==> src/rtl/masked_bv2_mul_pipe.sv <==
// rtl/masked_bv2_mul_pipe.sv - DOM-indep masked GF(2^2) normal-basis multiplier, valid/ready pipelined
// Optional output register stage: define MASKED_BV2_MUL_OUTPUT_REG_EN (latency 2 instead of 1).

module masked_bv2_nand_gate (
    input  logic a,
    input  logic b,
    output logic y
);
    assign y = ~(a & b);
endmodule

module masked_bv2_xor_gate (
    input  logic a,
    input  logic b,
    output logic y
);
    assign y = a ^ b;
endmodule

// The inverters of the ANDs cancel pairwise: c0 = ~(a0&b0) ^ ~t = (a0&b0) ^ t.
module masked_bv2_gf_mul (
    input  logic [1:0] a,
    input  logic [1:0] b,
    output logic [1:0] c
);
    logic xa, xb, nt, n0, n1;

    (* keep = "true", dont_touch = "true" *)
    masked_bv2_xor_gate  u_xa (.a(a[0]), .b(a[1]), .y(xa));
    (* keep = "true", dont_touch = "true" *)
    masked_bv2_xor_gate  u_xb (.a(b[0]), .b(b[1]), .y(xb));
    (* keep = "true", dont_touch = "true" *)
    masked_bv2_nand_gate u_nt (.a(xa),   .b(xb),   .y(nt));
    (* keep = "true", dont_touch = "true" *)
    masked_bv2_nand_gate u_n0 (.a(a[0]), .b(b[0]), .y(n0));
    (* keep = "true", dont_touch = "true" *)
    masked_bv2_nand_gate u_n1 (.a(a[1]), .b(b[1]), .y(n1));
    (* keep = "true", dont_touch = "true" *)
    masked_bv2_xor_gate  u_c0 (.a(n0),   .b(nt),   .y(c[0]));
    (* keep = "true", dont_touch = "true" *)
    masked_bv2_xor_gate  u_c1 (.a(n1),   .b(nt),   .y(c[1]));
endmodule

module masked_bv2_mul_pipe #(
    parameter int NUM_SHARES = 2,
    parameter int NUM_LANES  = 1
) (
    input  logic                                                in_clock,
    input  logic                                                in_reset_n,
    input  logic [NUM_SHARES*NUM_LANES*2-1:0]                   in_a,
    input  logic [NUM_SHARES*NUM_LANES*2-1:0]                   in_b,
    input  logic [NUM_SHARES*(NUM_SHARES-1)/2*NUM_LANES*2-1:0]  in_r,
    input  logic                                                in_valid,
    output logic                                                in_ready,
    output logic [NUM_SHARES*NUM_LANES*2-1:0]                   out_c,
    output logic                                                out_valid,
    input  logic                                                out_ready
);
    localparam int NUM_PAIRS = NUM_SHARES*(NUM_SHARES-1)/2;
    localparam int W         = NUM_SHARES*NUM_LANES*2;

    logic [NUM_SHARES-1:0][NUM_SHARES-1:0][NUM_LANES-1:0][1:0] prod_d;
    logic [NUM_SHARES-1:0][NUM_SHARES-1:0][NUM_LANES-1:0][1:0] p_q;
    logic [W-1:0] comp;
    logic         s1_full;
    logic         s1_release;
    logic         accept;

    for (genvar gi = 0; gi < NUM_SHARES; gi++) begin : g_i
        for (genvar gj = 0; gj < NUM_SHARES; gj++) begin : g_j
            for (genvar gl = 0; gl < NUM_LANES; gl++) begin : g_l
                logic [1:0] mul_c;
                masked_bv2_gf_mul u_mul (
                    .a(in_a[(gi*NUM_LANES+gl)*2 +: 2]),
                    .b(in_b[(gj*NUM_LANES+gl)*2 +: 2]),
                    .c(mul_c)
                );
                if (gi == gj) begin : g_diag
                    assign prod_d[gi][gj][gl] = mul_c;
                end else begin : g_cross
                    // (i,j) and (j,i) are refreshed with the same pair mask so it cancels on recombination
                    localparam int LO   = (gi < gj) ? gi : gj;
                    localparam int HI   = (gi < gj) ? gj : gi;
                    localparam int PIDX = LO*NUM_SHARES - LO*(LO+1)/2 + (HI-LO-1);
                    for (genvar gb = 0; gb < 2; gb++) begin : g_bit
                        (* keep = "true", dont_touch = "true" *)
                        masked_bv2_xor_gate u_rx (
                            .a(mul_c[gb]),
                            .b(in_r[(PIDX*NUM_LANES+gl)*2+gb]),
                            .y(prod_d[gi][gj][gl][gb])
                        );
                    end
                end
            end
        end
    end

    assign accept = in_valid && in_ready;

    always_ff @(posedge in_clock or negedge in_reset_n) begin
        if (!in_reset_n) begin
            p_q <= '0;
        end else if (accept) begin
            p_q <= prod_d;
        end
    end

    always_ff @(posedge in_clock or negedge in_reset_n) begin
        if (!in_reset_n) begin
            s1_full <= 1'b0;
        end else if (accept) begin
            s1_full <= 1'b1;
        end else if (s1_release) begin
            s1_full <= 1'b0;
        end
    end

    // Cross-domain compression happens only after the partial products are registered
    always_comb begin
        comp = '0;
        for (int i = 0; i < NUM_SHARES; i++) begin
            for (int l = 0; l < NUM_LANES; l++) begin
                for (int j = 0; j < NUM_SHARES; j++) begin
                    comp[(i*NUM_LANES+l)*2 +: 2] = comp[(i*NUM_LANES+l)*2 +: 2] ^ p_q[i][j][l];
                end
            end
        end
    end

`ifdef MASKED_BV2_MUL_OUTPUT_REG_EN
    logic [W-1:0] o_q;
    logic         o_full;

    assign s1_release = !o_full || out_ready;
    assign in_ready   = !s1_full || s1_release;

    always_ff @(posedge in_clock or negedge in_reset_n) begin
        if (!in_reset_n) begin
            o_q    <= '0;
            o_full <= 1'b0;
        end else if (s1_release) begin
            o_full <= s1_full;
            if (s1_full) begin
                o_q <= comp;
            end
        end
    end

    assign out_c     = o_q;
    assign out_valid = o_full;
`else
    assign out_valid  = s1_full;
    assign out_c      = comp;
    assign s1_release = out_valid && out_ready;
    assign in_ready   = !s1_full || (out_ready && out_valid);
`endif

endmodule
==> config.mk <==
export PLATFORM = sky130hd
export DESIGN_NAME = masked_bv2_mul_pipe
export DESIGN_NICKNAME = d
export VERILOG_FILES = /design/src/rtl/masked_bv2_mul_pipe.sv
export SDC_FILE = /design/constraint.sdc
export NUM_CORES = 1
export LEC_CHECK = 0
export ABC_AREA = 1
export CELL_PAD_IN_SITES_DETAIL_PLACEMENT = 1
export CELL_PAD_IN_SITES_GLOBAL_PLACEMENT = 1
export CORE_AREA = 2 2 53 55
export CTS_CLUSTER_SIZE = 20
export DETAILED_ROUTE_END_ITERATION = 16
export DIE_AREA = 0 0 55 57
export PLACE_DENSITY_LB_ADDON = 0.1
export SYNTH_ARGS = -nofsm -noshare
export SYNTH_HDL_FRONTEND = slang
export SYNTH_SLANG_ARGS = --single-unit
==> constraint.sdc <==
create_clock -name in_clock -period 0.9 [get_ports in_clock]
set_input_delay 0.09 -clock in_clock [delete_from_list [all_inputs] [get_ports in_clock]]
set_output_delay 0.09 -clock in_clock [all_outputs]
set_load 0.05 [all_outputs]
==> results.sh <==
export IMPL_yosysWarnings=0
export IMPL_core_area_um2=2615
export IMPL_cts_made_buffers=3
export IMPL_pre_cts_ws_ps=-454.3
export IMPL_max_stage_delay_ps=450
export IMPL_place_congestion=0.7038
export IMPL_num_vias=794
export IMPL_syn_avg_cell_area_um2=6.290
export IMPL_crit_required_ps=810
export IMPL_dp_cells=171
export IMPL_hp_class="input pin to async pin"
export IMPL_antenna_found_initial=0
export IMPL_ir_drop_uv=1107
export IMPL_worst_pin_slew_ps=257.0
export IMPL_track_usage_pct=15.31
export IMPL_skew_ps=3.612
export IMPL_grt_overflow=0
export IMPL_rsz0062_at_grt="yes"
export IMPL_clk_pin_slew_ps=70
export IMPL_path_class="register to output pin"
export IMPL_rows=19
export IMPL_cp_arrival_ps=1060
export IMPL_dr_first_iter_drc_count=1
export IMPL_start_util_pct=26.22
export IMPL_violations="setup timing"
export IMPL_wl_per_cell_um=11.25
export IMPL_ys_ff_latch=9
export IMPL_slew_viol_final=0
export IMPL_end_kind="output pin"
export IMPL_syn2layout_area_growth_pct=79.74
export IMPL_layout_min_cycle_time_ps=1146
export IMPL_power_leakage_nw=0.6456
export IMPL_die_y_um=57
export IMPL_ant_nets=0
export IMPL_port_buffers=19
export IMPL_crit_fanout=2
export IMPL_fin_tns_setup_ps=-2459
export IMPL_drive_gt1_share_pct=38.51
export IMPL_yosys_top_cells_area="dfrtp_1, nand2_1, nand3_1"
export IMPL_route_detailed_drc=0
export IMPL_cts_tree="built"
export IMPL_ys_seq_area_share_pct=32.85
export IMPL_grt_pass1_wl_um=3512
export IMPL_die_w_um=55
export IMPL_fmax_mhz=872.8
export IMPL_clk_latency_ps=260
export IMPL_syn_num_nets=123
export IMPL_crit_chain="xor2_4, buf_12"
export IMPL_grt_max_degree=11
export IMPL_fin_hold_ws_ps=109.5
export IMPL_clockRootBuffer="clkbuf_4"
export IMPL_synth_top_cell_by_area="dfrtp_1"
export IMPL_finalWirelength_um=2013
export IMPL_htreeDepth=1
export IMPL_netlist_area_um2=685.7
export IMPL_synth_cell_types=12
export IMPL_cpMaxStageDelayCell="dfrtp_2"
export IMPL_final_cells=179
export IMPL_cts_sinks=9
export IMPL_grt_pass1_vias=811
export IMPL_dr_pass1_iters=4
export IMPL_start_kind="register"
export IMPL_slew_headroom_pct=82.87
export IMPL_finalHoldViolCount=0
export IMPL_nets=163
export IMPL_maxCapViolCount=0
export IMPL_syn_instance_count=109
export IMPL_setup_slack_ps=-245.7
export IMPL_ios=20
export IMPL_post_route_period_util_pct=127.3
export IMPL_setup_viol=14
export IMPL_status="finished with violations"
export IMPL_hold_buffers=0
export IMPL_hpwl_um=1681
export IMPL_clockBufferDepth=2
export IMPL_viasPerCell=4.436
export IMPL_yosysTopAreaCellShare_pct=32.85
export IMPL_n_antenna_cell=0
export IMPL_die_area_um2=3135
export IMPL_power_density_nw_per_um2=1523
==> critical path: cells and delay by family, from the launching register on <==
kind | cells | cell delay [ps]
xor gates and xnor gates | 1 | 190
buffers and inverters | 1 | 150
DFF | 1 | 450
==> final cells by class <==
class	instances	area [µm²]
Sequential cell	9	231.5
Clock buffer	4	26.28
Tap cell	31	38.79
Multi-Input combinational cell	83	491.7
Inverter	17	66.31
Timing Repair Buffer	35	377.9
Fill cell	329	1383
==> final timing paths <==
check                            from        end  slack (ps)  cells after the start
setup / recovery               p_q[0]   out_c[0]        -250                      2
hold / removal             in_reset_n     p_q[0]         110                      2
setup reg to reg            out_valid     p_q[4]        -160                      5
hold reg to reg                p_q[7]     p_q[7]         540                      2
max in group asynchronous  in_reset_n  out_valid         640                      2
min in group in_clock         in_a[0]     p_q[0]         400                      5
==> cell families after synthesis <==
logic type      count (synthesis)  share of synthesized area [%]
xor+xnor                        4                          5.109
compound gates                  3                          3.833
simple gates                   76                          48.90
flops                           9                          32.85
buf+inv                        17                          9.306
==> per-stage QoR <==
stage          util (%)  cell area [µm²]  total power, mW
4_1_cts           46.56             1217            1.877
6_report          47.13             1232            1.877
5_1_grt           47.13             1232            1.993
2_1_floorplan         -            742.0            1.029
3_5_place_dp      42.87             1121            1.504
3_3_place_gp      42.87             1121            1.487
==> power breakdown <==
part           switching (mW)  leakage (nW)  internal, mW
combinational           0.513         0.526         0.489
sequential             0.0803         0.105         0.471
clock                   0.152        0.0150         0.171
total                   0.745         0.646          1.13
==> registers in the layout, summed over array words and instances, names as in the netlist <==
name,cells
p_q,8
out_valid,1
==> synth_stat cells (all sizes together) <==
library cell / count
dfrtp: 9
nand2: 56
nor2: 4
a21oi: 1
nand4: 2
inv: 17
o21ai: 2
nand3: 14
xor2: 4
==> routing by layer <==
layer	up-vias	track usage, %	wire length (µm)
li1	405	-	-
met1	366	17.90	827
met2	21	26.87	1080
met3	2	2.356	79
met4	0	6.272	25
met5	-	0	0
==> repair_timing <==
item	CTS	global route
buffers inserted	3	1
gates resized for setup	18	2
endpoints found under the setup margin	14	14
pin swaps	12	10
==> cell usage in the layout, fill, tap and decap left out, types with 3 or more instances in the layout <==
master / netlist / final
dfrtp_1: 9 / 4
dfrtp_2: 0 / 5
nand3_2: 0 / 6
buf_4: 0 / 13
dlygate4sd2_1: 0 / 3
clkbuf_4: 0 / 3
nand3_1: 14 / 8
clkdlybuf4s50_1: 0 / 10
inv_1: 13 / 13
nand2_1: 47 / 46
buf_6: 0 / 3
buf_12: 0 / 6
nand2_2: 8 / 8
inv_2: 4 / 3
(Power assumes the default switching activity.)
